## config.mk

```make
export PLATFORM = sky130hd
export DESIGN_NAME = m_wb_sram16
export DESIGN_NICKNAME = d
export VERILOG_FILES = /design/src/rtl/m_wb_sram16.sv
export SDC_FILE = /design/constraint.sdc
export NUM_CORES = 1
export LEC_CHECK = 0
export ABC_AREA = 1
export CORE_MARGIN = 2
export CORE_UTILIZATION = 55
export CTS_CLUSTER_DIAMETER = 40
export DETAILED_ROUTE_END_ITERATION = 8
export DONT_BUFFER_PORTS = 1
export MAX_ROUTING_LAYER = met4
export PLACE_DENSITY = 0.7
export SETUP_SLACK_MARGIN = 0.1
export SYNTH_ARGS = -nofsm -noshare
export SYNTH_HDL_FRONTEND = slang
export SYNTH_SLANG_ARGS = --single-unit
```

## constraint.sdc

```tcl
create_clock -name CLK_I -period 2.6 [get_ports CLK_I]
set_clock_uncertainty 0.15 [all_clocks]
set_input_delay 0.65 -clock CLK_I [delete_from_list [all_inputs] [get_ports CLK_I]]
set_output_delay 0.65 -clock CLK_I [all_outputs]
set_load 0.1 [all_outputs]
```

## src/rtl/m_wb_sram16.sv

```systemverilog
// m_wb_sram16: Wishbone B4 classic slave that maps 32-bit accesses onto one or
// two 16-bit accesses of an asynchronous external SRAM. Each enabled half takes
// a one-cycle setup phase plus WAITSTATES+1 strobe cycles. A half whose byte
// lanes are all disabled is skipped.
// Optional build macro SRAM_SIMMEM_EN: adds an internal behavioural SRAM and
// ignores sram_d_i. This is intended for simulation builds only.
module m_wb_sram16 #(
  parameter int SRAMADRWIDTH = 16,
  parameter int WAITSTATES   = 1
) (
  input  logic                    CLK_I,
  input  logic                    RST_I,
  input  logic                    CYC_I,
  input  logic                    STB_I,
  input  logic                    WE_I,
  input  logic [3:0]              SEL_I,
  input  logic [SRAMADRWIDTH-2:0] ADR_I,
  input  logic [31:0]             DAT_I,
  output logic [31:0]             DAT_O,
  output logic                    ACK_O,
  output logic [SRAMADRWIDTH-1:0] sram_a,
  output logic [15:0]             sram_d_o,
  input  logic [15:0]             sram_d_i,
  output logic                    sram_d_oe,
  output logic                    sram_ce_n,
  output logic                    sram_oe_n,
  output logic                    sram_we_n,
  output logic                    sram_lb_n,
  output logic                    sram_ub_n
);

  typedef enum logic [2:0] {
    IDLE,
    LO_SETUP,
    LO_STRB,
    HI_SETUP,
    HI_STRB,
    ACK
  } state_t;

  localparam logic [2:0] WS = 3'(WAITSTATES);

  state_t                  state_q;
  logic [SRAMADRWIDTH-2:0] adr_q;
  logic                    we_q;
  logic [3:0]              sel_q;
  logic [31:0]             wdat_q;
  logic [15:0]             rlo_q;
  logic [2:0]              cnt_q;
  logic [15:0]             rd_data;

  // Zero the byte lanes of a halfword that are not selected.
  function automatic logic [15:0] mask16(input logic [15:0] d, input logic [1:0] s);
    return {(s[1] ? d[15:8] : 8'h00), (s[0] ? d[7:0] : 8'h00)};
  endfunction

`ifdef SRAM_SIMMEM_EN
  logic [15:0] mem_q [0:(2**SRAMADRWIDTH)-1] = '{default: '0};

  // Address, data and lane enables are held for the whole strobe. Writing on
  // every cycle that we_n is low therefore leaves the same contents as a single
  // write on the rising edge of we_n.
  always_ff @(posedge CLK_I) begin
    if (!sram_we_n) begin
      if (!sram_lb_n) mem_q[sram_a][7:0]  <= sram_d_o[7:0];
      if (!sram_ub_n) mem_q[sram_a][15:8] <= sram_d_o[15:8];
    end
  end

  // Behavioural read port, active only while the output enable is asserted.
  always_comb begin
    rd_data = '0;
    if (!sram_oe_n) rd_data = mem_q[sram_a];
  end
`else
  // Read data comes straight from the external SRAM data bus.
  always_comb begin
    rd_data = sram_d_i;
  end
`endif

  // Access sequencer. Every output is registered, so each transition loads the
  // output values that belong to the state being entered.
  always_ff @(posedge CLK_I) begin
    if (RST_I) begin
      state_q   <= IDLE;
      ACK_O     <= 1'b0;
      DAT_O     <= '0;
      sram_a    <= '0;
      sram_d_o  <= '0;
      sram_d_oe <= 1'b0;
      sram_ce_n <= 1'b1;
      sram_oe_n <= 1'b1;
      sram_we_n <= 1'b1;
      sram_lb_n <= 1'b1;
      sram_ub_n <= 1'b1;
      adr_q     <= '0;
      we_q      <= 1'b0;
      sel_q     <= '0;
      wdat_q    <= '0;
      rlo_q     <= '0;
      cnt_q     <= '0;
    end else if (state_q != IDLE && !CYC_I) begin
      state_q   <= IDLE;
      ACK_O     <= 1'b0;
      sram_d_oe <= 1'b0;
      sram_ce_n <= 1'b1;
      sram_oe_n <= 1'b1;
      sram_we_n <= 1'b1;
      sram_lb_n <= 1'b1;
      sram_ub_n <= 1'b1;
    end else begin
      case (state_q)
        IDLE: begin
          if (CYC_I && STB_I && !ACK_O) begin
            adr_q  <= ADR_I;
            we_q   <= WE_I;
            sel_q  <= SEL_I;
            wdat_q <= DAT_I;
            rlo_q  <= '0;
            if (|SEL_I[1:0]) begin
              state_q   <= LO_SETUP;
              sram_ce_n <= 1'b0;
              sram_a    <= {ADR_I, 1'b0};
              sram_lb_n <= ~SEL_I[0];
              sram_ub_n <= ~SEL_I[1];
              sram_d_oe <= WE_I;
              sram_d_o  <= DAT_I[15:0];
            end else if (|SEL_I[3:2]) begin
              state_q   <= HI_SETUP;
              sram_ce_n <= 1'b0;
              sram_a    <= {ADR_I, 1'b1};
              sram_lb_n <= ~SEL_I[2];
              sram_ub_n <= ~SEL_I[3];
              sram_d_oe <= WE_I;
              sram_d_o  <= DAT_I[31:16];
            end else begin
              state_q <= ACK;
              ACK_O   <= 1'b1;
              if (!WE_I) DAT_O <= '0;
            end
          end
        end

        LO_SETUP, HI_SETUP: begin
          cnt_q <= WS;
          if (we_q) sram_we_n <= 1'b0;
          else      sram_oe_n <= 1'b0;
          state_q <= (state_q == LO_SETUP) ? LO_STRB : HI_STRB;
        end

        LO_STRB: begin
          if (cnt_q != 3'd0) begin
            cnt_q <= cnt_q - 3'd1;
          end else begin
            sram_oe_n <= 1'b1;
            sram_we_n <= 1'b1;
            rlo_q     <= mask16(rd_data, sel_q[1:0]);
            if (|sel_q[3:2]) begin
              // sram_d_oe is left unchanged so that data stays driven across halves.
              state_q   <= HI_SETUP;
              sram_a    <= {adr_q, 1'b1};
              sram_lb_n <= ~sel_q[2];
              sram_ub_n <= ~sel_q[3];
              sram_d_o  <= wdat_q[31:16];
            end else begin
              state_q   <= ACK;
              ACK_O     <= 1'b1;
              sram_ce_n <= 1'b1;
              sram_lb_n <= 1'b1;
              sram_ub_n <= 1'b1;
              sram_d_oe <= 1'b0;
              if (!we_q) DAT_O <= {16'h0000, mask16(rd_data, sel_q[1:0])};
            end
          end
        end

        HI_STRB: begin
          if (cnt_q != 3'd0) begin
            cnt_q <= cnt_q - 3'd1;
          end else begin
            state_q   <= ACK;
            ACK_O     <= 1'b1;
            sram_oe_n <= 1'b1;
            sram_we_n <= 1'b1;
            sram_ce_n <= 1'b1;
            sram_lb_n <= 1'b1;
            sram_ub_n <= 1'b1;
            sram_d_oe <= 1'b0;
            if (!we_q) DAT_O <= {mask16(rd_data, sel_q[3:2]), rlo_q};
          end
        end

        ACK: begin
          ACK_O   <= 1'b0;
          state_q <= IDLE;
        end

        default: state_q <= IDLE;
      endcase
    end
  end

endmodule

```

* After elaboration in Yosys (flattened, before gate mapping) *
Cells that the tools add are included.

storage, ports and cells
  bits in registers = 145
  input port bits = 72
  output and inout port bits = 71
  logic and storage cells = 147

cells by class
  add/sub/neg operators = 1
  equality and inequality tests = 20
  muxes and demuxes = 73
  bitwise gates (word level) = 7
  reduce and logical (&&, ||, !) cells = 29

operators with widths
  kind                                                             number
  32-bit 2-to-1 mux                                                9
  16-bit 2-to-1 mux                                                12
  16-bit one-hot mux with 2 select lines                           3
  32-bit one-hot mux with 3 select lines                           1
  8-bit 2-to-1 mux                                                 4
  1-bit 2-to-1 mux                                                 27
  2-bit inequality test, second input constant                     13
  3-bit 2-to-1 mux                                                 8
  3-bit AND reduction                                              5
  1-bit one-hot mux with 3 select lines                            4
  3-bit one-hot mux with 4 select lines                            1
  6-bit AND reduction                                              2
  2-bit OR reduction                                               6
  11-bit AND reduction                                             1
  3-bit nonzero test                                               3
  1-bit inverter                                                   7
  7-bit AND reduction                                              1
  3-bit by 2-bit == test with 1-bit output, second input constant  2
  3-bit == test, second input constant                             2
  3-bit one-hot mux with 2 select lines                            1
  5-bit AND reduction                                              1
  1-bit one-hot mux with 2 select lines                            2
  1-bit one-hot mux with 4 select lines                            1
  4-bit AND reduction                                              1
  9 further kinds                                                  13

* Longest topological paths before layout *
Gate-level depths: netlist (run 1).

  depth in word-level cells = 5
  mapped depth = 12
  mapped depth without buffers = 11

* Worst setup path after synthesis (run 1) *
No wires, ideal clock.

  path kind = register to register
  start = reg ACK_O
  end = reg sram_d_o[15]
  library setup time = 118 ps
  arrival time = 1897 ps
  required time = 2332 ps
  path slack = 435 ps
  stages on the path, launching flop included = 9
  path buffers = 1
  period minus slack after synthesis = 2165 ps
  cells stage by stage = dfxtp_1 -> nor2_1 -> nor2_1 -> nor2_2 -> nand2_1 -> buf_1 -> o21bai_1 -> nand2_1 -> nor2_1

between the ends
  word-level cells in the longest chain between the ends = 4

ends and longest elaborated chain
  element                                 RTL line  RTL
  start, declared                         20        output logic ACK_O,
  start signal, assigned                  87        ACK_O <= 1'b0;
  start signal, assigned                  105       ACK_O <= 1'b0;
  start signal, assigned                  139       ACK_O <= 1'b1;
  1-bit logical NOT                       115       if (CYC_I && STB_I && !ACK_O) begin
  1-bit logical AND                       115
  2-bit inequality test (no source line)  -
  6-bit AND reduction (no source line)    -
  end signal, assigned                    128       sram_d_o <= DAT_I[15:0];
  end signal, assigned                    136       sram_d_o <= DAT_I[31:16];
  end signal, assigned                    165       sram_d_o <= wdat_q[31:16];
  end, declared                           22        output logic [15:0] sram_d_o,

Every way passes these cells.
A chain may end at the register's enable or synchronous reset.

* Worst setup path after layout (run 1) *
  start = reg state_q[2]
  end = reg DAT_O[31]

between the ends
  word-level cells in the longest chain between the ends = 4
  elaborated cells on any way between the ends = 18
  classes of those cells = eq/ne (11); mux (1); bitwise (1); reduce/logical (5)

ends and longest elaborated chain
  element                                                                       RTL line  RTL
  start, declared                                                               43        state_t state_q;
  start signal, assigned                                                        149       state_q <= (state_q == LO_SETUP) ? LO_STRB : HI_STRB;
  parallel branches: the longest is 4 deep, another holds 11-bit AND reduction  -
  end signal, assigned                                                          173       if (!we_q) DAT_O <= {16'h0000, mask16(rd_data, sel_q[1:0])};
  end signal, assigned                                                          190       if (!we_q) DAT_O <= {mask16(rd_data, sel_q[3:2]), rlo_q};
  end, declared                                                                 19        output logic [31:0] DAT_O,

Parallel ways; which one is timed is not known.

==> results of run 1 <==
## report_power, final
| group | switching (W) | internal [W] |
|---|---|---|
| logic | 0.00454 | 0.00127 |
| registers | 0.000279 | 0.00259 |
| clock network | 0.000834 | 0.00156 |
## registers in the layout, summed over array words and instances (netlist names)
name and count:
sram_ub_n 1, DAT_O 32, sel_q 4, sram_a 16, cnt_q 3, wdat_q 16, ACK_O 1, sram_d_o 16
sram_ce_n 1, sram_we_n 1, rlo_q 16, sram_d_oe 1, sram_lb_n 1, sram_oe_n 1, we_q 1, adr_q 15
state_q 3
## cell usage in the layout (no fill, tap or decap)
cell | netlist | routed
nor3_1 | 6 | 6
or2_2 | 1 | 1
o21ai_0 | 73 | 73
nand2_4 | 2 | 2
nand2_2 | 5 | 5
nor2_2 | 4 | 5
clkbuf_16 | 0 | 17
o21ai_1 | 6 | 6
clkinv_2 | 0 | 3
nor2_1 | 193 | 192
a31oi_1 | 3 | 3
nand2_1 | 285 | 285
nand3_1 | 55 | 55
buf_12 | 0 | 1
o21bai_1 | 5 | 5
inv_2 | 4 | 3
ha_1 | 2 | 2
nand3_2 | 3 | 3
inv_1 | 94 | 94
nor2_4 | 5 | 6
clkbuf_1 | 18 | 5
nor2_8 | 1 | 1
bufinv_16 | 0 | 2
clkbuf_8 | 0 | 6
dfxtp_1 | 129 | 129
a21oi_1 | 43 | 43
o31ai_1 | 2 | 2
buf_4 | 9 | 83
## worst max-delay path, cell delays in order (launching register included)
cell and delay [ps]:
dfxtp_1 590, nor2_8 120, nand2_2 210, nand2_2 180
nand2_2 150, nand2_2 140, nor2_4 320, nand3_1 140
nand2_1 90, nor2_1 40
## cell usage after synthesis, types with 5 or more instances
cell type	instances
nand3_1	55
a21oi_1	43
nand2_1	285
inv_1	94
nor3_1	6
nor2_1	193
buf_1	7
nor2_4	5
o21bai_1	5
o21ai_1	6
o21ai_0	73
buf_4	9
buf_2	12
nand2_2	5
clkbuf_1	18
dfxtp_1	129
## stage by stage
step                hold slack [ps]  setup slack [ps]
floorplan                       275               435
global placement                285               244
detailed placement              295               246
CTS                             129               231
global route                    128               175
finish                          143               357
## kinds of logic after synthesis
logic type | share of synthesized area
flops | 0.416
compound gates | 0.110
buf+inv | 0.102
simple gates | 0.369
fa+ha+maj | 0.00403
## path summary, 6_finish.rpt
kind | slack [ps] | end | from
setup / recovery | 360 | DAT_O[31] | state_q[2]
hold reg to reg | 300 | adr_q[2] | adr_q[2]
hold / removal | 140 | we_q | RST_I
setup reg to reg | 360 | DAT_O[31] | state_q[2]
## final cells by class
type	count	area share
Tap cell	140	0.0237
Clock buffer	28	0.0714
Inverter	98	0.0500
Sequential cell	129	0.350
Timing Repair Buffer	84	0.0872
Clock inverter	4	0.00950
Multi-Input combinational cell	695	0.408
## routing by layer
| layer | up-vias | share of wire |
|---|---|---|
| met2 | 214 | 0.46 |
| met3 | 24 | 0.074 |
| met1 | 2714 | 0.45 |
| li1 | 3103 | - |
| met5 | - | 0 |
| met4 | 0 | 0.017 |
==> impl_metrics.yaml, run 1 <==
global_routing:
  antenna_found_initial: 0
  grt_max_degree: 68
  grt.overflow.total: 0
  globalRouteTotalUtil: 0.283
  use_met1: 0.367
  grt_pass1_wl_um: 26100
  met2_usage: 0.430
  gr-max-usage-layer: "met2"
  use_met3: 0.0694
  grt_pass1_vias: 5528
clock_network:
  cts_tree: "built"
  cts_buffers: 17
  cts_hold_buf: 0
  clock_sinks: 129
  htree_levels: 4
  cts_resized: 0
  clk_path_buf_depth: 2
  clk_pin_slew_ps: 50
  root_buffer: "clkbuf_16"
  postCtsSetupBuffers: 0
  clk_latency_ps: 420
pwr:
  leakage_nw: 3.57
  peakVddDrop_v: 0.000966
  power_density_mw_per_mm2: 1500
  p_total_w: 0.0111
finish:
  instances_no_fill: 1178
  area_growth_pct: 18.7
  diodes: 0
  layout-drive-gt1-share: 0.133
  post-route-cell-area_mm2: 0.00738
  seq_area_mm2: 0.00258
  utilization: 0.675
  final_nets: 1099
  fillers: 1024
  multi_input_area_mm2: 0.00301
setup_path:
  crit_fanout: 13
  r2r_cells: 9
  arrival_ps: 2400
  end_kind: "flop"
  worstSetupPathType: "flop to flop"
  startpoint_type: "flop"
  required_ps: 2760
hold_path:
  hp-class: "primary input to flop"
  holdPathStages: 1
logic_synthesis:
  async_flop_share: 0
  yosys_warnings: 0
  yosys-top-cells-area: "dfxtp_1 (42%), nand2_1 (17%), nor2_1 (12%), o21ai_0 (5.9%), inv_1 (5.7%)"
  synthesis.area_mm2: 0.00621
  synth-seq-area-share: 0.416
  yosysTopAreaCellShare: 0.416
  syn_avg_cell_area_um2: 6.40
  synth-edff-count: 0
  synth_cell_type_count: 26
  syn_nets: 1045
  synth_seq_cells: 129
  synthCells: 971
  synth_top_area_cell: "dfxtp_1"
  synth_ff_type: "dfxtp_1"
die:
  ios: 143
  coreArea_mm2: 0.0109
  die_area_mm2: 0.0122
  start_util: 0.568
  fp.dieH_um: 110
  die_w_um: 110
  rows: 38
run_status:
  status: "completed"
routing:
  wl_um: 16400
  wl_per_cell_um: 14.0
  drc: 0
  viasPerCell: 5.14
  num_vias: 6055
  initialDrtViolationCount: 521
  ant_nets: 0
  dr.pass1.iters: 5
timing:
  min_period_over_period: 0.863
  final_max_slew_viol_count: 0
  finalSetupViolCount: 0
  rsz0062_at_grt: "false"
  relSlewSlack: 0.526
  setup_tns_ps: 0
  clock.fmax_mhz: 446
  post-route-min-period_ps: 2240
  worst_slew_pin_slew_ps: 711
  finalHoldViolations: 0
job:
  drv_cap: 0
place:
  dp_hpwl_um: 11200
  gp_congestion: 0.928
  placed_cell_area_mm2: 0.00677
  portBuffers: 0
  dp.cells: 1145
(Power assumes the default switching activity.)
==> inputs of run 2 (changes only) <==
Settings changed: CORE_UTILIZATION 55 to 46, PLACE_DENSITY 0.7 to unset.
==> run 2 against run 1 <==
  * Critical path depth is the same
  * Sequential share of layout area shrank 0.095 points
  * Sequential cell count is the same
  * Global-route usage shrank 4.9 points
  * Setup slack gained 28 ps
  * Clock-buffer cell count shrank 6
  * Combinational power shrank 2%
  * Via count shrank 4.1%
  * Sequential power is essentially flat
  * Hold slack lost 1.7 ps
  * Critical endpoint unchanged
  * Largest power group unchanged
==> impl_metrics.yaml, run 2 (same netlist as run 1, synthesis figures left out) <==
run_status:
  status: "completed"
setup_path:
  crit_fanout: 25
  required_ps: 2760
  worstSetupPathType: "flop to flop"
  rr_startpoint: "state_q[2]"
  r2r_cells: 9
  startpoint_type: "flop"
  end_kind: "flop"
  arrival_ps: 2380
  reg2reg_to: "DAT_O[31]"
  r2r_slack_ps: 380
global_routing:
  met2_usage: 0.341
  globalRouteTotalUtil: 0.235
  use_met1: 0.318
  grt_max_degree: 68
  use_met3: 0.0656
  grt.overflow.total: 0
  grt_pass1_vias: 5297
  gr-max-usage-layer: "met2"
  antenna_found_initial: 0
  grt_pass1_wl_um: 26300
place:
  gp_congestion: 0.952
  dp_hpwl_um: 10700
  dp.cells: 1181
  portBuffers: 0
  placed_cell_area_mm2: 0.00682
clock_network:
  cts_resized: 0
  clk_pin_slew_ps: 60
  postCtsSetupBuffers: 0
  htree_levels: 4
  root_buffer: "clkbuf_16"
  cts_buffers: 17
  cts_tree: "built"
  clock_sinks: 129
  clk_path_buf_depth: 2
  clk_latency_ps: 420
  cts_hold_buf: 0
timing:
  worst_slew_pin_slew_ps: 744
  setup_tns_ps: 0
  relSlewSlack: 0.503
  post-route-min-period_ps: 2220
  finalHoldViolations: 0
  clock.fmax_mhz: 451
  final_max_slew_viol_count: 0
  rsz0062_at_grt: "false"
  finalSetupViolCount: 0
  min_period_over_period: 0.852
hold_path:
  hp-class: "primary input to flop"
  min-delay-start: "RST_I"
  whs_endpoint: "cnt_q[1]"
  holdPathStages: 1
routing:
  wl_um: 16000
  drc: 0
  ant_nets: 0
  dr.pass1.iters: 5
  wl_per_cell_um: 13.2
  initialDrtViolationCount: 433
  num_vias: 5804
  viasPerCell: 4.78
finish:
  multi_input_area_mm2: 0.00300
  top_register: "DAT_O"
  mostFrequentLayoutCells: "nand2_1 (285), nor2_1 (192), dfxtp_1 (129)"
  seq_area_mm2: 0.00258
  diodes: 0
  largest_reg_flops: 32
  instances_no_fill: 1213
  utilization: 0.559
  area_growth_pct: 19.0
  layout-drive-gt1-share: 0.135
  fillers: 1361
  layout_commonest_cell: "nand2_1"
  post-route-cell-area_mm2: 0.00740
  final_nets: 1098
die:
  start_util: 0.469
  die_area_mm2: 0.0145
  rows: 42
  fp.dieH_um: 120
  die_w_um: 120
  coreArea_mm2: 0.0132
  ios: 143
pwr:
  leakage_nw: 3.56
  power_density_mw_per_mm2: 1480
  peakVddDrop_v: 0.000567
job:
  drv_cap: 0
[run 2: metrics by stage]
step / power, W / setup slack (ps) / hold slack (ps)
floorplan: 0.00759 / 435 / 275
detailed placement: 0.00862 / 406 / 290
global placement: 0.00859 / 436 / 287
finish: 0.0109 / 385 / 141
CTS: 0.0110 / 413 / 126
global route: 0.0116 / 192 / 127
[run 2: worst max-delay path by stage]
stage | start | endpoint | cells after the start
CTS | state_q[2] | DAT_O[31] | 9
finish | state_q[2] | DAT_O[31] | 9
global route | state_q[2] | DAT_O[27] | 9
detailed placement | STB_I | DAT_O[31] | 9
floorplan | ACK_O | sram_d_o[15] | 8
global placement | STB_I | DAT_O[6] | 9
[run 2: layout make-up]
type,count,share of cell area
well taps,176,0.0298
repair buffers,84,0.0869
multi-input cells,694,0.406
clock buffers,22,0.0641
inverters,98,0.0499
clock inverters,10,0.0147
flip-flops and latches,129,0.349
[run 2: metal layers]
| layer | vias up | part of all wire |
|---|---|---|
| met4 | 0 | 0.011 |
| met2 | 140 | 0.44 |
| li1 | 3106 | - |
| met1 | 2544 | 0.47 |
| met5 | - | 0 |
| met3 | 14 | 0.078 |
[run 2: report_power, final]
| group | internal [W] | switching (W) |
|---|---|---|
| Clock | 0.00148 | 0.000872 |
| Sequential | 0.00259 | 0.000265 |
| Combinational | 0.00125 | 0.00447 |
[run 2: worst max-delay path, cell delays in order (launching register included)]
cell and delay (ps):
dfxtp_1 590, nor2_8 120, nand2_2 110, nand2_2 130
nand2_2 130, nand2_2 90, nor2_4 490, nand3_1 150
nand2_1 100, nor2_1 40
